$ cat config.mk
export PLATFORM = sky130hd
export DESIGN_NAME = rd_ptr_sync_ctrl_flat
export DESIGN_NICKNAME = d
export VERILOG_FILES = /design/src/rtl/fifo_pkg.sv /design/src/rtl/rd_ptr_sync_ctrl_if.sv /design/src/rtl/rd_ptr_sync_ctrl_gray_sync.sv /design/src/rtl/rd_ptr_sync_ctrl.sv /design/src/flat_wrapper.sv
export SDC_FILE = /design/constraint.sdc
export NUM_CORES = 1
export LEC_CHECK = 0
export CELL_PAD_IN_SITES_DETAIL_PLACEMENT = 1
export CELL_PAD_IN_SITES_GLOBAL_PLACEMENT = 2
export CORE_MARGIN = 5
export CORE_UTILIZATION = 28
export DETAILED_ROUTE_END_ITERATION = 6
export GPL_TIMING_DRIVEN = 1
export PLACE_DENSITY_LB_ADDON = 0.08
export SETUP_SLACK_MARGIN = 0.5
export SLEW_MARGIN = 10
export SYNTH_ARGS = -nofsm -noshare
export SYNTH_HDL_FRONTEND = slang
export SYNTH_SLANG_ARGS = --single-unit
export TNS_END_PERCENT = 10
$ cat constraint.sdc
create_clock -name rdclk -period 3.6 [get_ports rdclk]
set_input_delay 0.72 -clock rdclk [delete_from_list [all_inputs] [get_ports rdclk]]
set_output_delay 0.72 -clock rdclk [all_outputs]
set_load 0.1 [all_outputs]
$ cat src/rtl/fifo_pkg.sv
// Shared async-FIFO helpers: Gray/binary conversion and synchroniser defaults.
// Used by both the read-side and write-side pointer controllers.
package fifo_pkg;

  localparam int unsigned DEFAULT_SYNC_STAGES = 2;
  localparam int unsigned MAX_PTR_W           = 32;

  function automatic logic [MAX_PTR_W-1:0] width_mask(input int unsigned w);
    logic [MAX_PTR_W-1:0] m;
    m = (w >= MAX_PTR_W) ? '1 : ((MAX_PTR_W'(1) << w) - MAX_PTR_W'(1));
    return m;
  endfunction

  // Callers zero-extend a w-bit pointer to MAX_PTR_W and truncate the result back.
  function automatic logic [MAX_PTR_W-1:0] bin2gray(input logic [MAX_PTR_W-1:0] b,
                                                    input int unsigned          w);
    return (b ^ (b >> 1)) & width_mask(w);
  endfunction

  function automatic logic [MAX_PTR_W-1:0] gray2bin(input logic [MAX_PTR_W-1:0] g,
                                                    input int unsigned          w);
    logic [MAX_PTR_W-1:0] gm;
    logic [MAX_PTR_W-1:0] b;
    gm = g & width_mask(w);
    b  = '0;
    b[MAX_PTR_W-1] = gm[MAX_PTR_W-1];
    for (int i = MAX_PTR_W - 2; i >= 0; i--) begin
      b[i] = b[i+1] ^ gm[i];
    end
    return b;
  endfunction

endpackage

$ cat src/rtl/rd_ptr_sync_ctrl_if.sv
// Read-port bundle between read logic (master) and the read pointer controller (slave).
interface rd_ptr_sync_ctrl_if #(
  parameter int unsigned PTRWIDTH = 3
);
  localparam int unsigned W = PTRWIDTH + 1;

  logic         r_en;
  logic [W-1:0] g_wptr_async;
  logic [W-1:0] ae_level;
  logic [W-1:0] b_rd_ptr;
  logic [W-1:0] g_rd_ptr;
  logic         rd_fire;
  logic         empty;
  logic         almost_empty;
  logic [W-1:0] rd_count;
  logic         underflow;

  modport master (
    output r_en, g_wptr_async, ae_level,
    input  b_rd_ptr, g_rd_ptr, rd_fire, empty, almost_empty, rd_count, underflow
  );

  modport slave (
    input  r_en, g_wptr_async, ae_level,
    output b_rd_ptr, g_rd_ptr, rd_fire, empty, almost_empty, rd_count, underflow
  );
endinterface

$ cat src/rtl/rd_ptr_sync_ctrl_gray_sync.sv
// gray_sync: STAGES-deep, WIDTH-wide flop chain for crossing a Gray pointer.
// Synchronous active-high reset; shared with the write-side controller.
module gray_sync #(
  parameter int unsigned WIDTH  = 4,
  parameter int unsigned STAGES = 2
) (
  input  logic             clk,
  input  logic             rst,
  input  logic [WIDTH-1:0] d,
  output logic [WIDTH-1:0] q
);

  logic [WIDTH-1:0] r_stage [STAGES];

  always_ff @(posedge clk) begin
    if (rst) begin
      for (int i = 0; i < int'(STAGES); i++) begin
        r_stage[i] <= '0;
      end
    end else begin
      r_stage[0] <= d;
      for (int i = 1; i < int'(STAGES); i++) begin
        r_stage[i] <= r_stage[i-1];
      end
    end
  end

  assign q = r_stage[STAGES-1];

endmodule

$ cat src/rtl/rd_ptr_sync_ctrl.sv
// Read-side async FIFO pointer controller: synchronises the write Gray pointer and
// tracks read pointers, empty/almost-empty/occupancy. Option: RD_PTR_UNDERFLOW_EN.
module rd_ptr_sync_ctrl
  import fifo_pkg::*;
#(
  parameter int unsigned PTRWIDTH    = 3,
  parameter int unsigned SYNC_STAGES = DEFAULT_SYNC_STAGES
) (
  input  logic                rdclk,
  input  logic                read_reset,
  rd_ptr_sync_ctrl_if.slave   bus
);

  localparam int unsigned W = PTRWIDTH + 1;

  logic [W-1:0] w_g_wptr_sync;
  logic [W-1:0] w_wbin_sync;
  logic [W-1:0] w_b_next;
  logic [W-1:0] w_g_next;
  logic [W-1:0] w_count_next;
  logic         w_rd_fire;

  logic [W-1:0] r_b_rd_ptr;
  logic [W-1:0] r_g_rd_ptr;
  logic         r_empty;
  logic         r_almost_empty;
  logic [W-1:0] r_rd_count;

  gray_sync #(
    .WIDTH  (W),
    .STAGES (SYNC_STAGES)
  ) u_wptr_sync (
    .clk (rdclk),
    .rst (read_reset),
    .d   (bus.g_wptr_async),
    .q   (w_g_wptr_sync)
  );

  assign w_wbin_sync  = W'(gray2bin(MAX_PTR_W'(w_g_wptr_sync), W));
  assign w_rd_fire    = bus.r_en & ~r_empty;
  assign w_b_next     = r_b_rd_ptr + W'(w_rd_fire);
  assign w_g_next     = W'(bin2gray(MAX_PTR_W'(w_b_next), W));
  // Modulo-2^W difference: an MSB-only mismatch reads back as a full FIFO.
  assign w_count_next = w_wbin_sync - w_b_next;

  always_ff @(posedge rdclk) begin
    if (read_reset) begin
      r_b_rd_ptr     <= '0;
      r_g_rd_ptr     <= '0;
      r_empty        <= 1'b1;
      r_almost_empty <= 1'b1;
      r_rd_count     <= '0;
    end else begin
      r_b_rd_ptr     <= w_b_next;
      r_g_rd_ptr     <= w_g_next;
      r_empty        <= (w_g_next == w_g_wptr_sync);
      r_almost_empty <= (w_count_next <= bus.ae_level);
      r_rd_count     <= w_count_next;
    end
  end

`ifdef RD_PTR_UNDERFLOW_EN
  logic r_underflow;

  // Sticky until reset: any read attempted while empty.
  always_ff @(posedge rdclk) begin
    if (read_reset) begin
      r_underflow <= 1'b0;
    end else begin
      r_underflow <= r_underflow | (bus.r_en & r_empty);
    end
  end

  assign bus.underflow = r_underflow;
`else
  assign bus.underflow = 1'b0;
`endif

  assign bus.b_rd_ptr     = r_b_rd_ptr;
  assign bus.g_rd_ptr     = r_g_rd_ptr;
  assign bus.rd_fire      = w_rd_fire;
  assign bus.empty        = r_empty;
  assign bus.almost_empty = r_almost_empty;
  assign bus.rd_count     = r_rd_count;

endmodule

$ cat src/flat_wrapper.sv
// flat-port wrapper written by rule: the top's interface ports become plain ports
module rd_ptr_sync_ctrl_flat import fifo_pkg::*;
#(
  parameter int unsigned PTRWIDTH    = 3,
  parameter int unsigned SYNC_STAGES = DEFAULT_SYNC_STAGES
)
  (rdclk, read_reset, bus_r_en, bus_g_wptr_async, bus_ae_level, bus_b_rd_ptr, bus_g_rd_ptr, bus_rd_fire, bus_empty, bus_almost_empty, bus_rd_count, bus_underflow);
  rd_ptr_sync_ctrl_if #(.PTRWIDTH(PTRWIDTH)) bus_i ();
  input  logic rdclk;
  input  logic read_reset;
  input wire logic [$bits(bus_i.r_en)-1:0] bus_r_en;
  input wire logic [$bits(bus_i.g_wptr_async)-1:0] bus_g_wptr_async;
  input wire logic [$bits(bus_i.ae_level)-1:0] bus_ae_level;
  output wire logic [$bits(bus_i.b_rd_ptr)-1:0] bus_b_rd_ptr;
  output wire logic [$bits(bus_i.g_rd_ptr)-1:0] bus_g_rd_ptr;
  output wire logic [$bits(bus_i.rd_fire)-1:0] bus_rd_fire;
  output wire logic [$bits(bus_i.empty)-1:0] bus_empty;
  output wire logic [$bits(bus_i.almost_empty)-1:0] bus_almost_empty;
  output wire logic [$bits(bus_i.rd_count)-1:0] bus_rd_count;
  output wire logic [$bits(bus_i.underflow)-1:0] bus_underflow;
  assign bus_i.r_en = bus_r_en;
  assign bus_i.g_wptr_async = bus_g_wptr_async;
  assign bus_i.ae_level = bus_ae_level;
  assign bus_b_rd_ptr = bus_i.b_rd_ptr;
  assign bus_g_rd_ptr = bus_i.g_rd_ptr;
  assign bus_rd_fire = bus_i.rd_fire;
  assign bus_empty = bus_i.empty;
  assign bus_almost_empty = bus_i.almost_empty;
  assign bus_rd_count = bus_i.rd_count;
  assign bus_underflow = bus_i.underflow;
  rd_ptr_sync_ctrl #(.PTRWIDTH(PTRWIDTH), .SYNC_STAGES(SYNC_STAGES)) u_core (.rdclk(rdclk), .read_reset(read_reset), .bus(bus_i));
endmodule
# Yosys cells after proc, flatten, opt, wreduce, memory -nomap -nowiden
# Memory sizes are Yosys's and may differ from the RTL's.
# Cells that the tools add are included.
# word_totals
out_inout_bits	16
input_bits	11
mem_bits_ro	0
wordCells	23
n_memories	1
ram_bits	8
latchBits	0
ff_bits	14
# classes
shifts	0
n_mux	5
order_cmp	1
multipliers	0
n_bitwise	8
eq_ne	1
n_addsub	2
div_mod_pow	0
reduce_logical	0
# mem_list
name	words	word_bits	read_ports	rd_clocked_by_memory_dff	write_ports	line_no	rtl
u_core.u_wptr_sync.r_stage	2	4	2	0	2	rd_ptr_sync_ctrl_gray_sync.sv:13	logic [WIDTH-1:0] r_stage [STAGES];
# op_table
operator	count
$mux 4	2
$add 4x1->4	1
$eq 4x4->1	1
$le 4x4->1	1
$sub 4x4->4	1
$xor 4x3->4	1
$mux 1	3
$xor 1x1->1	3
$or 1x1->1	2
$and 1x1->1	1
$not 1->1	1

# Longest topological paths before layout
# Gate-level depths: netlist of the first run.
# An unclocked memory read counts as a cell.
# depth
depth_word	6
depth_mapped	12
depth_no_buf	12

# Hierarchy
# Synthesis of the first run repeated with hierarchy kept, for this count alone.
# unflattened
cells_unflattened	96
hier_area_um2	988.4
# by_module_without_submodules
mod	cells_each	n_inst	area_per_inst_um2	seq_area_each_um2
rd_ptr_sync_ctrl	76	1	748.2	260.2
gray_sync	20	1	240.2	160.2

# Worst setup path before layout of the first run
# Ideal clock, no wire load.
# synth_path
path_kind	register to register
from	reg u_core.r_empty (netlist: u_core.bus.empty)
to	reg u_core.r_almost_empty (netlist: u_core.bus.almost_empty)
path_slack_ns	-0.760
arrival_time_ns	4.234
stages_incl_launch_ff	13
setup_time_ns	0.126
period_less_slack_ns	4.360
path_buffers	0
required_ns	3.474
path_cell_list	dfxtp_1 nor2b_1 ha_1 ha_1 inv_1 ha_1 nor2b_1 o21ai_0 a21o_1 nand2_1 ha_1 a41oi_1 o21ai_0
# synth_between
elab_chain_len	5
# synth_rtl
element	line_no	rtl
from (decl)	rd_ptr_sync_ctrl.sv:25	logic r_empty;
from (signal assigned)	rd_ptr_sync_ctrl.sv:56	r_empty <= (w_g_next == w_g_wptr_sync);
$not 1->1	rd_ptr_sync_ctrl.sv:40	assign w_rd_fire = bus.r_en & ~r_empty;
$and 1x1->1	rd_ptr_sync_ctrl.sv:40	
named net bus_rd_fire	flat_wrapper.sv:16	output wire logic [$bits(bus_i.rd_fire)-1:0] bus_rd_fire;
$add 4x1->4	rd_ptr_sync_ctrl.sv:41	assign w_b_next = r_b_rd_ptr + W'(w_rd_fire);
named net u_core.w_b_next[1]	rd_ptr_sync_ctrl.sv:18	logic [W-1:0] w_b_next;
$sub 4x4->4	rd_ptr_sync_ctrl.sv:44	assign w_count_next = w_wbin_sync - w_b_next;
named net u_core.w_count_next[3]	rd_ptr_sync_ctrl.sv:20	logic [W-1:0] w_count_next;
$le 4x4->1	rd_ptr_sync_ctrl.sv:57	r_almost_empty <= (w_count_next <= bus.ae_level);
to (signal assigned)	rd_ptr_sync_ctrl.sv:57	
to (decl)	rd_ptr_sync_ctrl.sv:26	logic r_almost_empty;
# The timed path passes the listed nets, and every way through them passes these cells.
# A chain may end at the register's enable or synchronous reset.

# Worst setup path in the final report of the first run
# layout_path
from	in bus_r_en
to	reg u_core.r_almost_empty (netlist: u_core.bus.almost_empty)
# layout_between
elab_chain_len	4
# layout_rtl
element	line_no	rtl
from (decl)	flat_wrapper.sv:11	input wire logic [$bits(bus_i.r_en)-1:0] bus_r_en;
$and 1x1->1	rd_ptr_sync_ctrl.sv:40	
$add 4x1->4	rd_ptr_sync_ctrl.sv:41	
named net u_core.w_b_next[0]	rd_ptr_sync_ctrl.sv:18	
$sub 4x4->4	rd_ptr_sync_ctrl.sv:44	
named net u_core.w_count_next[1]	rd_ptr_sync_ctrl.sv:20	
$le 4x4->1	rd_ptr_sync_ctrl.sv:57	
# The timed path passes the listed nets, and every way through them passes these cells.

==> flow_summary.ini, run 1 <==
[worst_setup_path]
cp_data_arrival_time_ps = 3260
critical_path_buf_inv_count = 2
timing.critical_path.depth = 11
capturing_element_of_the_worst_setup_path = u_core.bus.almost_empty
critPathLaunch = bus_r_en
startpoint_type = input pin
reg2reg_to = u_core.bus.almost_empty
cpPeakStageDelay_ps = 580
timing_worst_setup_path_type = in2reg
endpoint_kind = register
crit_path_cell_trace = clkdlybuf4s50_1 -> nor2b_4 -> ha_4 -> ha_4 -> fa_1 -> inv_1 -> ha_1 -> nor2b_1 -> o21a_1 -> o21a_1 -> o21ai_1
ff2ff_setup_slack_ps = 720
regToRegStartpoint = u_core.u_wptr_sync.r_stage[0][7]
critical_path_required_ps = 3840
critical-path-slowest-cell = sky130_fd_sc_hd__fa_1
crit_fanout = 4
cpLargestDelayFamily = adder cells
worst-r2r-cell-count = 11

[timing]
report.final.hold_viol_count = 0
timing.fmax_mhz = 331
worst_pin_slew_ps = 971
final.period_utilization = 0.838
setup_tns_ps = 0
setup_viol_count_final = 0
slew_viol_final = 0
post-route-min-period_ps = 3020
relSlewSlack = 0.350
rsz_0062_raised_after_global_routing = no
clock_skew_ps = 5.91

[grt]
number_of_global_route_vias_before_repair = 688
grt_first_pass_wirelength_um = 3170
antenna_violations_before_repair = 0
grt_max_degree = 22
grt_remaining_overflow = 0
grt.total_usage = 0.0938

[place]
post-dp-hpwl_um = 1530
placement.io_buffers = 25
gp_congestion = 0.667

[floorplanning]
design.portCount = 27
num_rows = 21
initial_util = 0.289
die_height_um = 68.7
core_region_area_um2 = 3340
design.die.area_um2 = 4710
chipWidth_um = 68.7

[cts]
cts-htree-levels = 1
cts_tree = built
tritoncts_num_sinks = 21
clk_pin_slew_ps = 110
clockBufferDepth = 2
cts_hold_repair.buffers = 0
cts_buf_count = 3
clockRootBuffer = sky130_fd_sc_hd__clkbuf_4
worst_skew_pair.late_latency_ps = 300

[synth]
post_synth_num_cell_types = 26
synth-compound-area-share = 0.0649
synth.top_cell.area_share = 0.436
fraction_of_the_mapped_netlist_area_in_simple_logic_gates = 0.153
synthesis.area_per_instance_um2 = 10.2
dominant_combinational_cell_family_by_area_after_synthesis = simple AND/OR/NAND/NOR gates
syn_area_um2 = 963
xor_and_xnor_fraction_of_the_mapped_netlist_area = 0.142
post_synthesis_sequential_area_ratio = 0.436
synth_fp_nets = 115
synth.mux.area_fraction = 0.0117
post_synth_fa_ha_maj_area_fraction = 0.138
post_synth_inst_count = 94
synth_area_leaders = sky130_fd_sc_hd__dfxtp_1 44%, sky130_fd_sc_hd__ha_1 12%, sky130_fd_sc_hd__nor2b_1 8.4%, sky130_fd_sc_hd__xor2_1 5.5%, sky130_fd_sc_hd__xnor2_1 4.5%
synth-warning-count = 0
postSynthRegisterBits = 21
post-synth-top-area-cell = sky130_fd_sc_hd__dfxtp_1

[outcome]
status = completed

[routing]
via_count = 698
drc = 0
post_drt_wl_per_cell_um = 11.4
detail_route.first_pass.iterations = 2
via_per_inst = 4.20
routed_wl_um = 1890
drtAntennaViolNets = 0
detail_route.iter0.violations = 10

[layout]
area_growth_pct = 40.1
layout-drive-gt1-share = 0.133
utilization = 0.405
antenna_cells = 0
nets_final = 142

[pwr]
ir_worst_vdd_mv = 0.225
cellPowerDensity_nw_per_um2 = 479
total_leakage_power_nw = 0.542

[flow_run]
drv.max_cap_violation_count = 0

[min_path]
min-delay-start = u_core.u_wptr_sync.r_stage[0][1]
hold_path_class = reg2reg
-- cells in the final DEF, fill, tap and decap left out, types with 2 or more instances in the layout --
master / Yosys / routed
sky130_fd_sc_hd__clkdlybuf4s50_1: 0 / 24
sky130_fd_sc_hd__dfxtp_1: 21 / 20
sky130_fd_sc_hd__nor2b_1: 13 / 12
sky130_fd_sc_hd__nor2_1: 9 / 9
sky130_fd_sc_hd__inv_1: 7 / 6
sky130_fd_sc_hd__xor2_1: 6 / 6
sky130_fd_sc_hd__xnor2_1: 5 / 5
sky130_fd_sc_hd__ha_1: 9 / 5
sky130_fd_sc_hd__ha_4: 0 / 4
sky130_fd_sc_hd__clkbuf_4: 0 / 3
sky130_fd_sc_hd__nand3_1: 2 / 2
sky130_fd_sc_hd__o21a_1: 2 / 2
sky130_fd_sc_hd__buf_4: 2 / 2
-- per-layer routing --
layer,vias up,share of wire,track usage
li1,351,-,-
met1,327,0.44,0.107
met2,18,0.50,0.157
met3,2,0.047,0.0340
met4,0,0.013,0.0372
met5,-,0,0
-- state kept, by name (all words and copies together) (netlist names) --
| signal | cells |
|---|---|
| u_core.bus.rd_count | 4 |
| u_core.u_wptr_sync.r_stage | 8 |
| u_core.bus.b_rd_ptr | 4 |
| u_core.bus.g_rd_ptr | 3 |
| u_core.bus.almost_empty | 1 |
| u_core.bus.empty | 1 |
-- cell type report --
cell class                 count  area [um2]
fill                         402        1990
multi-input combinational     62         563
sequential                    21         422
timing repair buffer          26         255
tap                           46        57.6
clock buffer                   4        26.3
inverter                       7        26.3
-- worst register-to-register path, stage by stage (launching register included) --
cell and delay, ps:
sky130_fd_sc_hd__dfxtp_1 410, sky130_fd_sc_hd__xor2_1 280, sky130_fd_sc_hd__xnor2_1 260, sky130_fd_sc_hd__xor2_1 170, sky130_fd_sc_hd__ha_4 210, sky130_fd_sc_hd__fa_1 580
sky130_fd_sc_hd__inv_1 60, sky130_fd_sc_hd__ha_1 300, sky130_fd_sc_hd__nor2b_1 140, sky130_fd_sc_hd__o21a_1 160, sky130_fd_sc_hd__o21a_1 160, sky130_fd_sc_hd__o21ai_1 100
-- cell usage after synthesis --
cell type / count
sky130_fd_sc_hd__a21boi_0: 1
sky130_fd_sc_hd__xor3_1: 1
sky130_fd_sc_hd__buf_4: 2
sky130_fd_sc_hd__a21oi_1: 1
sky130_fd_sc_hd__and2_1: 1
sky130_fd_sc_hd__xnor2_2: 1
sky130_fd_sc_hd__nor3_1: 1
sky130_fd_sc_hd__a21o_1: 1
sky130_fd_sc_hd__nor2_1: 9
sky130_fd_sc_hd__o21ai_0: 2
sky130_fd_sc_hd__a31o_1: 1
sky130_fd_sc_hd__ha_1: 9
sky130_fd_sc_hd__mux2_1: 1
sky130_fd_sc_hd__nand2_1: 1
sky130_fd_sc_hd__conb_1: 1
sky130_fd_sc_hd__clkbuf_1: 2
sky130_fd_sc_hd__xor2_1: 6
sky130_fd_sc_hd__a41oi_1: 1
sky130_fd_sc_hd__and2_2: 1
sky130_fd_sc_hd__nand3_1: 2
sky130_fd_sc_hd__nor2b_1: 13
sky130_fd_sc_hd__fa_1: 1
sky130_fd_sc_hd__dfxtp_1: 21
sky130_fd_sc_hd__inv_1: 7
sky130_fd_sc_hd__xnor2_1: 5
sky130_fd_sc_hd__o21a_1: 2
-- report_power, final --
part           internal [mW]  total, mW  leakage (nW)  switching [mW]
clock                 0.0432      0.113        0.0150          0.0699
sequential             0.251      0.260         0.172         0.00809
combinational         0.0923      0.274         0.355           0.182
-- worst min-delay path by stage --
stage,to,cells past startpoint
after floorplan,u_core.u_wptr_sync.r_stage[0][4],1
after global placement,u_core.u_wptr_sync.r_stage[0][4],1
after detailed placement,u_core.u_wptr_sync.r_stage[0][7],1
after CTS,u_core.u_wptr_sync.r_stage[0][7],1
after global routing,u_core.u_wptr_sync.r_stage[0][5],1
final,u_core.u_wptr_sync.r_stage[0][5],1
-- metrics by stage --
| stage | cells | instance area (um2) | setup slack (ps) | power (mW) | hold slack, ps |
|---|---|---|---|---|---|
| final | 166 | 1350 | 583 | 0.647 | 451 |
| after global routing | 166 | 1350 | 505 | 0.689 | 463 |
| after CTS | 166 | 1330 | 579 | 0.650 | 456 |
| after detailed placement | 162 | 1300 | 253 | 0.533 | 429 |
| after global placement | 162 | 1300 | 311 | 0.528 | 421 |
| after floorplan | 94 | 1010 | 400 | 0.469 | 414 |
-- timing repair --
item,CTS,global route
endpoints found under the hold margin,0,0
buffers inserted,0,0
endpoints found under the setup margin,0,1
resized for setup,0,4
-- kinds of logic after synthesis --
logic type      count (synthesis)
buf+inv                        11
simple gates                   28
compound gates                  9
xor+xnor                       13
mux                             1
fa+ha+maj                      10
other cells                     1
flops                          21
No activity file was read; power rests on OpenSTA's default activity.
==> run 2: changes to the inputs <==
--- a/config.mk
+++ b/config.mk
@@ -8,7 +8,7 @@
 export CELL_PAD_IN_SITES_DETAIL_PLACEMENT = 1
 export CELL_PAD_IN_SITES_GLOBAL_PLACEMENT = 2
 export CORE_MARGIN = 5
-export CORE_UTILIZATION = 28
+export CORE_UTILIZATION = 25
 export DETAILED_ROUTE_END_ITERATION = 6
 export GPL_TIMING_DRIVEN = 1
 export PLACE_DENSITY_LB_ADDON = 0.08
==> constraint.sdc (replaced) <==
create_clock -name rdclk -period 2.55 [get_ports rdclk]
set_input_delay 0.51 -clock rdclk [delete_from_list [all_inputs] [get_ports rdclk]]
set_output_delay 0.51 -clock rdclk [all_outputs]
set_load 0.1 [all_outputs]
==> run 2 against run 1 <==
Compared with the run above: critical path depth unchanged; count of clock-buffer cells in the layout decreased by 1; wire length increased by 14%; critical endpoint unchanged; critical path type is now reg2reg; via count increased by 8.6%; combinational power increased by 66%; total power increased by 61%; utilization increased by 3.5 points; cell area increased by 20%; clock skew decreased by 0.61 ps; sequential power increased by 41%.
==> flow_summary.ini, run 2 (synthesized netlist as in run 1, its figures left out) <==
[worst_setup_path]
reg2reg_to = u_core.bus.almost_empty
worst-r2r-cell-count = 11
endpoint_kind = register
critical_path_required_ps = 2750
critical-path-slowest-cell = sky130_fd_sc_hd__fa_2
startpoint_type = register
capturing_element_of_the_worst_setup_path = u_core.bus.almost_empty
ff2ff_setup_slack_ps = 70
regToRegStartpoint = u_core.u_wptr_sync.r_stage[0][7]
critPathLaunch = u_core.u_wptr_sync.r_stage[0][7]
timing_worst_setup_path_type = reg2reg
crit_path_cell_trace = xor2_4 -> xnor2_2 -> xor2_2 -> ha_4 -> fa_2 -> inv_2 -> ha_4 -> nor2b_4 -> o21a_1 -> o21a_1 -> o21ai_1
cpPeakStageDelay_ps = 550
cp_data_arrival_time_ps = 2680
crit_fanout = 2

[routing]
post_drt_wl_per_cell_um = 11.3
drtAntennaViolNets = 0
via_per_inst = 3.99
via_count = 758
routed_wl_um = 2150
detail_route.iter0.violations = 9
drc = 0
detail_route.first_pass.iterations = 3

[place]
gp_congestion = 0.744
place_inst = 179
placement.io_buffers = 25
placed_area_um2 = 1400
post-dp-hpwl_um = 1630

[timing]
worst_pin_slew_ps = 699
slew_viol_final = 0
timing.fmax_mhz = 403
final.period_utilization = 0.974
rsz_0062_raised_after_global_routing = yes
post-route-min-period_ps = 2480
report.final.hold_viol_count = 0
relSlewSlack = 0.533
setup_viol_count_final = 0
holdWs_ps = 442
clock_skew_ps = 5.30

[outcome]
status = completed

[cts]
clockRootBuffer = sky130_fd_sc_hd__clkbuf_8
clockBufferDepth = 2
cts-htree-levels = 1
worst_skew_pair.late_latency_ps = 260
cts_buf_count = 3
tritoncts_num_sinks = 21
clk_pin_slew_ps = 80
cts_tree = built

[layout]
finalInstanceArea_um2 = 1620
final_common_cell = sky130_fd_sc_hd__buf_4
layout-drive-gt1-share = 0.451
area_growth_pct = 68.2
utilization = 0.439
mostFrequentLayoutCells = 36 x sky130_fd_sc_hd__buf_4, 18 x sky130_fd_sc_hd__dfxtp_1, 11 x sky130_fd_sc_hd__nor2b_1, 9 x sky130_fd_sc_hd__nor2_1, 9 x sky130_fd_sc_hd__clkdlybuf4s50_1
largest_register_ff_count = 8
final_cells = 190
nets_final = 164
antenna_cells = 0
largest_register = u_core.u_wptr_sync.r_stage

[grt]
met2_global_route_usage = 0.147
grt.busiest_layer = met2
grt_max_degree = 19
grtUsageMet1 = 0.103
grt.met3_usage = 0.0263
grt_first_pass_wirelength_um = 3550
grt.total_usage = 0.0894
antenna_violations_before_repair = 0
grt_remaining_overflow = 0
number_of_global_route_vias_before_repair = 842

[flow_run]
drv.max_cap_violation_count = 0

[floorplanning]
die_height_um = 72.1
core_region_area_um2 = 3690
design.portCount = 27
chipWidth_um = 72.1
design.die.area_um2 = 5200
num_rows = 22
initial_util = 0.261

[pwr]
ir_worst_vdd_mv = 0.289
total_leakage_power_nw = 0.705
power_mw = 1.04
cellPowerDensity_nw_per_um2 = 645

[min_path]
hold_path_class = reg2reg
worstHoldPathCells = 1
==> run 2: how the worst min path moves through the flow <==
stage | from | to | slack, ps
6_report | u_core.u_wptr_sync.r_stage[0][0] | u_core.u_wptr_sync.r_stage[0][4] | 440
5_1_grt | u_core.u_wptr_sync.r_stage[0][3] | u_core.u_wptr_sync.r_stage[0][7] | 460
4_1_cts | u_core.u_wptr_sync.r_stage[0][2] | u_core.u_wptr_sync.r_stage[0][6] | 450
3_5_place_dp | u_core.u_wptr_sync.r_stage[0][0] | u_core.u_wptr_sync.r_stage[0][4] | 430
3_3_place_gp | u_core.u_wptr_sync.r_stage[0][3] | u_core.u_wptr_sync.r_stage[0][7] | 420
2_1_floorplan | u_core.u_wptr_sync.r_stage[0][0] | u_core.u_wptr_sync.r_stage[0][4] | 410
==> run 2: what timing repair did <==
action                     4_1_cts  5_1_grt
resized for setup               14        7
pin swaps                       13       13
hold buffers                     0        0
buffers inserted                 6        1
setup endpoints to repair        4        4
==> run 2: final cells by class <==
cell class	count	area, um2
fill	422	2070
multi-input combinational	62	653
sequential	21	432
timing repair buffer	48	400
tap	48	60.1
clock buffer	3	41.3
inverter	7	26.3
clock inverter	1	7.51
==> run 2: metal layers <==
layer,up-vias,share of wire
met3,4,0.058
met2,18,0.52
li1,390,-
met1,346,0.40
met4,0,0.023
met5,-,0
==> run 2: critical path, delay by kind of cell, from the launching register on <==
kind | cells | cell delay [ps]
adder cells (fa/ha/maj) | 3 | 940
AO/OA/AOI/OAI | 3 | 420
flip-flops | 1 | 370
buffers and inverters | 1 | 50
XOR/XNOR | 3 | 520
AND/OR/NAND/NOR | 1 | 120
==> run 2: through the flow <==
stage	setup WS, ps	TNS [ps]
global placement	-536	-585
CTS	20.3	0
global route	-23.5	-23.5
finish	66.8	0
floorplan	-440	-440
detailed placement	-541	-608
==> run 2: power breakdown <==
part	switching (mW)	internal (mW)
combinational	0.275	0.180
sequential	0.0128	0.354
clock	0.112	0.110
==> run 3: changes to the inputs <==
--- a/config.mk
+++ b/config.mk
@@ -7,8 +7,8 @@
 export LEC_CHECK = 0
 export CELL_PAD_IN_SITES_DETAIL_PLACEMENT = 1
 export CELL_PAD_IN_SITES_GLOBAL_PLACEMENT = 2
-export CORE_MARGIN = 5
 export CORE_UTILIZATION = 25
+export CTS_CLUSTER_DIAMETER = 120
 export DETAILED_ROUTE_END_ITERATION = 6
 export GPL_TIMING_DRIVEN = 1
 export PLACE_DENSITY_LB_ADDON = 0.08
==> run 3 against run 2 <==
Compared with the run above: hold slack improved by 0.71 ps; critical endpoint unchanged; maximum frequency decreased by 0.64%; first-iteration DRC count decreased by 44%; count of clock-buffer cells in the layout unchanged; largest power group unchanged.
==> flow_summary.ini, run 3 (synthesized netlist as in run 1, its figures left out) <==
[place]
placed_area_um2 = 1400
placement.io_buffers = 25
post-dp-hpwl_um = 1500
gp_congestion = 0.693

[worst_setup_path]
crit_fanout = 2
startpoint_type = register
timing_worst_setup_path_type = reg2reg
regToRegStartpoint = u_core.u_wptr_sync.r_stage[0][6]
critPathLaunch = u_core.u_wptr_sync.r_stage[0][6]
ff2ff_setup_slack_ps = 50
cp_data_arrival_time_ps = 2700
critical_path_required_ps = 2750
endpoint_kind = register

[layout]
layout-drive-gt1-share = 0.433
finalInstanceArea_um2 = 1580
antenna_cells = 0
largest_register_ff_count = 8
mostFrequentLayoutCells = 36 x sky130_fd_sc_hd__buf_4, 18 x sky130_fd_sc_hd__dfxtp_1, 11 x sky130_fd_sc_hd__nor2b_1, 9 x sky130_fd_sc_hd__nor2_1, 9 x sky130_fd_sc_hd__clkdlybuf4s50_1
area_growth_pct = 63.9
nets_final = 163
final_common_cell = sky130_fd_sc_hd__buf_4
largest_register = u_core.u_wptr_sync.r_stage

[timing]
final.period_utilization = 0.980
clock_skew_ps = 2.18
setup_viol_count_final = 0
setup_tns_ps = 0
slew_viol_final = 0
worst_pin_slew_ps = 723
rsz_0062_raised_after_global_routing = yes
post-route-min-period_ps = 2500
report.final.hold_viol_count = 0
timing.fmax_mhz = 400
relSlewSlack = 0.517

[cts]
cts_buf_count = 3
clockBufferDepth = 2
clockRootBuffer = sky130_fd_sc_hd__clkbuf_8
tritoncts_num_sinks = 21
worst_skew_pair.late_latency_ps = 270
cts_tree = built
cts-htree-levels = 1
cts_hold_repair.buffers = 0
clk_pin_slew_ps = 80

[routing]
detail_route.first_pass.iterations = 2
routed_wl_um = 2080
drtAntennaViolNets = 0
drc = 0
post_drt_wl_per_cell_um = 11.0
detail_route.iter0.violations = 5
via_count = 765
via_per_inst = 4.05

[pwr]
total_leakage_power_nw = 0.708
ir_worst_vdd_mv = 0.232
cellPowerDensity_nw_per_um2 = 660
power_mw = 1.04

[floorplanning]
core_region_area_um2 = 3690
design.die.area_um2 = 4110
die_height_um = 64.1
chipWidth_um = 64.1
initial_util = 0.261
design.portCount = 27
num_rows = 22

[grt]
grt_max_degree = 19
grt_remaining_overflow = 0
number_of_global_route_vias_before_repair = 822
grt_first_pass_wirelength_um = 3510
grt.total_usage = 0.118
antenna_violations_before_repair = 0

[min_path]
hold_path_class = reg2reg
min-delay-start = u_core.u_wptr_sync.r_stage[0][3]

[flow_run]
drv.max_cap_violation_count = 0

[outcome]
status = completed
==> run 3: worst paths after layout <==
path,to,cells past startpoint
hold reg to reg,u_core.u_wptr_sync.r_stage[0][7],1
hold / removal,u_core.u_wptr_sync.r_stage[0][7],1
setup reg to reg,u_core.bus.almost_empty,11
setup / recovery,u_core.bus.almost_empty,11
==> run 3: worst max-delay path, stage by stage, from the launching register on <==
cell	delay (ps)
sky130_fd_sc_hd__dfxtp_2	350
sky130_fd_sc_hd__xor2_4	190
sky130_fd_sc_hd__xnor2_2	160
sky130_fd_sc_hd__xor2_2	170
sky130_fd_sc_hd__ha_4	170
sky130_fd_sc_hd__fa_1	520
sky130_fd_sc_hd__inv_2	50
sky130_fd_sc_hd__ha_4	220
sky130_fd_sc_hd__nor2b_4	120
sky130_fd_sc_hd__o21a_1	190
sky130_fd_sc_hd__o21a_1	160
sky130_fd_sc_hd__o21ai_1	120
==> run 3: power breakdown <==
part | leakage, nW | internal [mW] | switching (mW) | total (mW)
combinational | 0.509 | 0.176 | 0.274 | 0.450
clock | 0.0255 | 0.109 | 0.116 | 0.225
sequential | 0.174 | 0.355 | 0.0125 | 0.368
==> run 3: layer usage <==
| layer | up-vias | track usage | wire [um] |
|---|---|---|---|
| met3 | 5 | 0.0268 | 85 |
| met2 | 18 | 0.205 | 1040 |
| met1 | 351 | 0.128 | 902 |
| li1 | 391 | - | - |
| met5 | - | 0 | 0 |
| met4 | 0 | 0.0767 | 55 |
==> run 3: final cells by class <==
| cell class | count | area, um2 |
|---|---|---|
| Clock buffer | 3 | 41.3 |
| Timing Repair Buffer | 47 | 389 |
| Fill cell | 431 | 2110 |
| Inverter | 7 | 26.3 |
| Sequential cell | 21 | 427 |
| Multi-Input combinational cell | 62 | 631 |
| Clock inverter | 1 | 5.00 |
| Tap cell | 48 | 60.1 |
==> run 3: metrics by stage <==
| stage | std cells | util | worst slack [ps] | hold slack, ps |
|---|---|---|---|---|
| after global placement | 179 | 0.378 | -540 | 422 |
| final | 189 | 0.428 | 50.7 | 442 |
| after detailed placement | 179 | 0.378 | -560 | 433 |
| after CTS | 189 | 0.419 | 31.7 | 447 |
| after global routing | 189 | 0.428 | -68.9 | 462 |
| after floorplan | 94 | - | -440 | 414 |
==> run 3: repair_timing <==
action	CTS	global route
setup buffers	6	0
gates resized for setup	11	4
pin swaps	11	2
setup endpoints to repair	4	4
